<file path="config.mk">
export PLATFORM = sky130hd
export DESIGN_NAME = scl_por_schmitt_lvl
export DESIGN_NICKNAME = d
export VERILOG_FILES = /design/src/rtl/scl_por_schmitt_lvl.sv
export SDC_FILE = /design/constraint.sdc
export NUM_CORES = 1
export LEC_CHECK = 0
export ABC_AREA = 0
export BUFFER_PORTS_ARGS = -buffer_cell sky130_fd_sc_hd__buf_2
export CAP_MARGIN = 10
export CORE_UTILIZATION = 60
export CTS_CLUSTER_DIAMETER = 120
export CTS_CLUSTER_SIZE = 40
export DETAILED_ROUTE_END_ITERATION = 12
export PLACE_DENSITY = 0.79
export SYNTH_ARGS = -nofsm -noshare
export SYNTH_HDL_FRONTEND = slang
export SYNTH_SLANG_ARGS = --single-unit
</file>
<file path="constraint.sdc">
create_clock -name clk -period 3.45 [get_ports clk]
set_input_delay 0.345 -clock clk [delete_from_list [all_inputs] [get_ports clk]]
set_output_delay 0.345 -clock clk [all_outputs]
set_load 0.05 [all_outputs]
</file>
<file path="src/rtl/scl_por_schmitt_lvl.sv">
// Clocked power-on-reset conditioner: 2-FF input synchronizer, two cascaded
// saturating-integrator Schmitt stages, and a gated HV-to-LV output register.
module scl_por_schmitt_lvl #(
    parameter int CNT_W = 4,
    parameter int TH_HI = 12,
    parameter int TH_LO = 3
) (
    input  logic clk,
    input  logic resetn,
    input  logic inode,
    input  logic lv_ok,
    output logic mid,
    output logic porb_h,
    output logic porb_l,
    output logic por_l
);

    localparam logic [CNT_W-1:0] CNT_MAX  = {CNT_W{1'b1}};
    localparam logic [CNT_W-1:0] CNT_ZERO = {CNT_W{1'b0}};
    localparam logic [CNT_W-1:0] CNT_ONE  = {{(CNT_W-1){1'b0}}, 1'b1};
    localparam logic [CNT_W-1:0] TH_HI_C  = CNT_W'(TH_HI);
    localparam logic [CNT_W-1:0] TH_LO_C  = CNT_W'(TH_LO);

    // Thresholds must define a non-empty hysteresis band inside the counter range.
    if ((TH_LO < 0) || (TH_LO >= TH_HI) || (TH_HI > (2**CNT_W) - 1)) begin : g_bad_params
        $error("scl_por_schmitt_lvl: illegal threshold parameters");
    end

    // Saturating up/down integrator step; never wraps at either end.
    function automatic logic [CNT_W-1:0] cnt_step(input logic din, input logic [CNT_W-1:0] cnt);
        logic [CNT_W-1:0] res;
        if (din) begin
            res = (cnt == CNT_MAX) ? cnt : cnt + CNT_ONE;
        end else begin
            res = (cnt == CNT_ZERO) ? cnt : cnt - CNT_ONE;
        end
        return res;
    endfunction

    // Schmitt decision on the new count; holds the old output inside the band.
    function automatic logic out_step(input logic [CNT_W-1:0] cnt_n, input logic out_cur);
        logic res;
        if (cnt_n >= TH_HI_C) begin
            res = 1'b1;
        end else if (cnt_n <= TH_LO_C) begin
            res = 1'b0;
        end else begin
            res = out_cur;
        end
        return res;
    endfunction

    logic             s1_q, s2_q;
    logic [CNT_W-1:0] cnt1_q, cnt1_d;
    logic [CNT_W-1:0] cnt2_q, cnt2_d;
    logic             mid_q, mid_d;
    logic             porb_h_q, porb_h_d;
    logic             lsq_q;

    // Next-state for both hysteresis stages; stage 2 listens only to the registered stage-1 output.
    always_comb begin
        cnt1_d   = cnt_step(s2_q, cnt1_q);
        mid_d    = out_step(cnt1_d, mid_q);
        cnt2_d   = cnt_step(mid_q, cnt2_q);
        porb_h_d = out_step(cnt2_d, porb_h_q);
    end

    // All state: synchronizer, integrators, stage outputs and the level-shift register.
    always_ff @(posedge clk or negedge resetn) begin
        if (!resetn) begin
            s1_q     <= 1'b0;
            s2_q     <= 1'b0;
            cnt1_q   <= CNT_ZERO;
            cnt2_q   <= CNT_ZERO;
            mid_q    <= 1'b0;
            porb_h_q <= 1'b0;
            lsq_q    <= 1'b0;
        end else begin
            s1_q     <= inode;
            s2_q     <= s1_q;
            cnt1_q   <= cnt1_d;
            cnt2_q   <= cnt2_d;
            mid_q    <= mid_d;
            porb_h_q <= porb_h_d;
            lsq_q    <= porb_h_q;
        end
    end

    // The LV gate is combinational so losing the LV supply asserts reset without a clock.
    always_comb begin
        mid    = mid_q;
        porb_h = porb_h_q;
        porb_l = lsq_q & lv_ok;
        por_l  = ~(lsq_q & lv_ok);
    end

endmodule

</file>
**After elaboration in Yosys (flattened, before gate mapping)**

Cells that the tools add are included.

- Multiply operators: 0
- Bitwise logic cells: 2
- Shifts and indexed selects: 0
- Reductions and logical operators: 4
- Mux-type cells: 10
- $add $sub $neg: 4
- Divide/modulo/power cells: 0
- Equality and inequality tests: 2
- Order comparisons: 4

Operator list:

| kind | count |
|---|---|
| two-way mux 4 bit | 6 |
| adder 4 x 1 -> 4 bit (second input constant) | 2 |
| equality test 4 bit (second input constant) | 2 |
| >= comparator 4 bit (second input constant) | 2 |
| <= comparator 4 x 2 -> 1 bit (second input constant) | 2 |
| zero test 4 bit | 2 |
| subtractor 4 x 1 -> 4 bit (second input constant) | 2 |
| two-way mux 1 bit | 4 |
| nonzero test 2 bit | 2 |
| bitwise AND 1 bit | 1 |
| NOT 1 bit | 1 |

- Memory bits (writable): 0
- Latch bits: 0
- Memories: 0
- Register bits after elaboration: 13
- Input bits: 4
- ROM bits: 0

**Depth between registers and ports, before layout**

- Depth in word-level cells: 6
- Mapped depth: 7
- Gate-level depth less buffers: 7

**Worst setup path after synthesis**

Ideal clock, no wire load.

- Kind: reg2reg
- Start point: reg cnt2_q[2]
- End point: reg porb_h_q, in the netlist porb_h
- Path buffers: 1
- Period minus slack after synthesis: 2,040 ps
- Required time: 3,325 ps
- Arrival: 1,916 ps
- Cell stages (with the launch flop): 6
- Path slack: 1,410 ps
- Path through: dfrtp_1 > buf_6 > or3_4 > mux4_2 > ha_1 > mux2_2

- Word-level cells in the longest chain between the ends: 5
- Elaborated cells between the ends (all ways): 11

RTL lines:

| what | line | source |
|---|---|---|
| start, declared | 55 | `logic [CNT_W-1:0] cnt2_q, cnt2_d;` |
| start signal, assigned | 82 | `cnt2_q <= cnt2_d;` |
| subtractor 4 x 1 -> 4 bit (tied with other cells) | 35 | `res = (cnt == CNT_ZERO) ? cnt : cnt - CNT_ONE;` |
| two-way mux 4 bit (on tied branches) | 35, 33 |  |
| two-way mux 4 bit * | 32 | `if (din) begin` |
| named net cnt2_d[3] | 55 |  |
| >= comparator 4 bit or <= comparator 4 x 2 -> 1 bit (tied branches) | 43, 45 |  |
| two-way mux 1 bit or nonzero test 2 bit (tied branches) | -- |  |
| end signal, assigned | 84 | `porb_h_q <= porb_h_d;` |
| end, declared | 57 | `logic porb_h_q, porb_h_d;` |

The timed path passes the listed nets; every way through them passes the cells marked *.
A chain may end at the register's enable or synchronous reset.

**Worst setup path after layout**

- Start point: reg cnt1_q[2]
- End point: reg mid_q, in the netlist mid

- Word-level cells in the longest chain between the ends: 5
- Elaborated cells between the ends (all ways): 11

RTL lines:

| what | line | source |
|---|---|---|
| start, declared | 54 | `logic [CNT_W-1:0] cnt1_q, cnt1_d;` |
| start signal, assigned | 81 | `cnt1_q <= cnt1_d;` |
| subtractor 4 x 1 -> 4 bit (tied with other cells) | 35 |  |
| two-way mux 4 bit (on tied branches) | 35, 33 |  |
| two-way mux 4 bit * | 32 |  |
| named net cnt1_d[3] | 54 |  |
| >= comparator 4 bit or <= comparator 4 x 2 -> 1 bit (tied branches) | 43, 45 |  |
| two-way mux 1 bit or nonzero test 2 bit (tied branches) | -- |  |
| end signal, assigned | 83 | `mid_q <= mid_d;` |
| end, declared | 56 | `logic mid_q, mid_d;` |

Marked as above.

==> flow_summary.toml <==
[cells_and_area]
final_common_cell = "dfrtp_1"
post-route-util_pct = 73.52
nNetsFinal = 94
layout-drive-gt1-share_pct = 24.10
fin_area_um2 = 872.1
diodes = 0
final_cell_mix = "dfrtp_1, inv_1, buf_2, ha_1"
area_delta_synth_final_pct = 6.250

[route]
drc = 0
drt_pass1_iterations = 4
wl_per_cell_um = 13.34
vias_per_cell = 5.959
drt-initial-drc-count = 11
postRouteAntennaNets = 0
wirelength_um = 1294
via_count = 578

[power_and_ir_drop]
p_sw_mw = 0.3514
peakVddDrop_mv = 0.5209
swShare_pct = 42.17
comb_power_share_pct = 51.3
pwr_density_cell_nw_per_um2 = 955.5
p_int_mw = 0.4819
seq_power_share_pct = 37.9
p_clk_share_pct = 10.8
p_leak_nw = 0.3923

[floorplanning]
die_w_um = 38.99
die_h_um = 38.99
rows = 12
die_area_um2 = 1520
core_area_um2 = 1186
io_pins = 8
initial_core_util_pct = 69.20

[clock_tree]
postCtsSetupRepairBufs = 0
clk_pin_slew_ns = 0.07
root_buffer = "clkbuf_4"
cts_buffer_depth = 2
cts_buffers = 3
clock_latency_ns = 0.27
tritoncts = "built"
htree_levels = 1
cts_sinks = 13

[timing]
rsz0062_at_grt = "no"
slew_headroom_pct = 78.96
post-route-min-period_ns = 2.125
tns_ns = 0
clock_skew_ns = 0.004996
fin_hold_ws_ns = 0.1801
max_freq_mhz = 470.6
finalCritPeriodShare_pct = 61.59
hold_viol = 0
worst_slew_pin_slew_ns = 0.3156
maxSlewViolCount = 0
setup_viol = 0

[grt]
grt_pass1_wl_um = 2145
antenna_found_initial = 0
grt_max_degree = 14
global_route.overflow_total = 0
grt_pass1_vias = 507
track_usage_pct = 21.50

[synth]
synth.distinct_cells = 23
synth_edf_count = 0
syn-instance-count = 77
syn_nets = 87
seq_area_frac_synth_pct = 39.63
synthArstFlopShare_pct = 100.0
syn_area_per_cell_um2 = 10.66
yosys_most_used_dff = "dfrtp_1"
yosysWarnings = 0
syn_area_um2 = 820.8
synth-seq-cells = 13

[setup_path]
critical_path_required_ns = 3.61
cp_max_fo = 10
startpoint_type = "flop"
slowest_stage = "dfrtp_1"
cp_top_family = "multiplexers"
path_buf_inv = 0
worstPathCellList = "or3_4 > mux4_2 > ha_1 > mux2_2"
path_class = "flop to flop"
cp.arrival_ns = 2.29
cpPeakStageDelay_ns = 0.49
cp-end-kind = "flop"

[status]
outcome = "completed"

[place]
dpl_cell_area_um2 = 835.8
io_buffers = 7
gp_congestion = 0.8194
dp_hpwl_um = 896

[hold_path]
hp-class = "input pin to flop"

[flow_run]
drv_cap = 0
## metrics by stage
| step | std cells | worst slack [ns] | total power [mW] |
|---|---|---|---|
| floorplan | 77 | 1.410 | 0.6835 |
| global placement | 92 | 1.363 | 0.7253 |
| detailed placement | 92 | 1.347 | 0.7429 |
| CTS | 97 | 1.333 | 0.8405 |
| global route | 97 | 1.262 | 0.9129 |
| finish | 97 | 1.325 | 0.8333 |
## metal layers
layer / vias up / global-route usage, % / share of wire [%]
li1: 290 / - / -
met1: 271 / 29.06 / 49
met2: 17 / 33.33 / 46
met3: 0 / 10.40 / 5.3
met4: 0 / 0 / 0
met5: - / 0 / 0
## kinds of logic after synthesis
group                      share of synthesized area (%)
and+or+nand+nor                                    17.83
buffers and inverters                              7.774
adders and majority gates                          9.146
DFF                                                39.63
muxes                                              10.97
xor gates and xnor gates                           2.135
AOI/OAI and AO/OA                                  12.50
## worst paths after layout
kind,start,cells after the start,slack (ns),to
max in group asynchronous,resetn,2,2.75,cnt2_q[0]
max,cnt1_q[2],4,1.33,mid
max reg2reg,cnt1_q[2],4,1.33,mid
min reg2reg,s1_q,0,0.35,s2_q
min in group asynchronous,resetn,2,0.47,cnt1_q[2]
min,inode,1,0.18,s1_q
## cells in the mapped netlist, types with 3 or more instances
| cell | n | area (µm²) |
|---|---|---|
| clkbuf_1 | 4 | 15.01 |
| dfrtp_1 | 13 | 325.3 |
| ha_1 | 6 | 75.07 |
| inv_1 | 7 | 26.28 |
| mux2_2 | 4 | 45.04 |
| nand2_1 | 3 | 11.26 |
| nand2b_1 | 4 | 25.02 |
| nand4_1 | 4 | 25.02 |
| o21ai_0 | 4 | 20.02 |
## final cells by class
| class | count | area, µm² |
|---|---|---|
| multi-input combinational | 51 | 431.7 |
| sequential | 13 | 325.3 |
| fill | 77 | 314.1 |
| timing repair buffer | 8 | 45.04 |
| clock buffer | 4 | 26.28 |
| inverter | 7 | 26.28 |
| tap | 14 | 17.52 |
## repair_timing
action                    in CTS  in global routing
hold buffers                   1                  0
gates resized for setup        0                  0
hold endpoints to repair      13                  0
## power groups by stage
stage                     registers (mW)  logic (mW)  clock network, mW
after global routing               0.329       0.482              0.102
after floorplan                    0.274       0.410                  0
after global placement             0.313       0.412                  0
final                              0.316       0.427             0.0902
after CTS                          0.315       0.433             0.0931
after detailed placement           0.316       0.427                  0
Note: power is estimated with default switching activity, not from simulation.
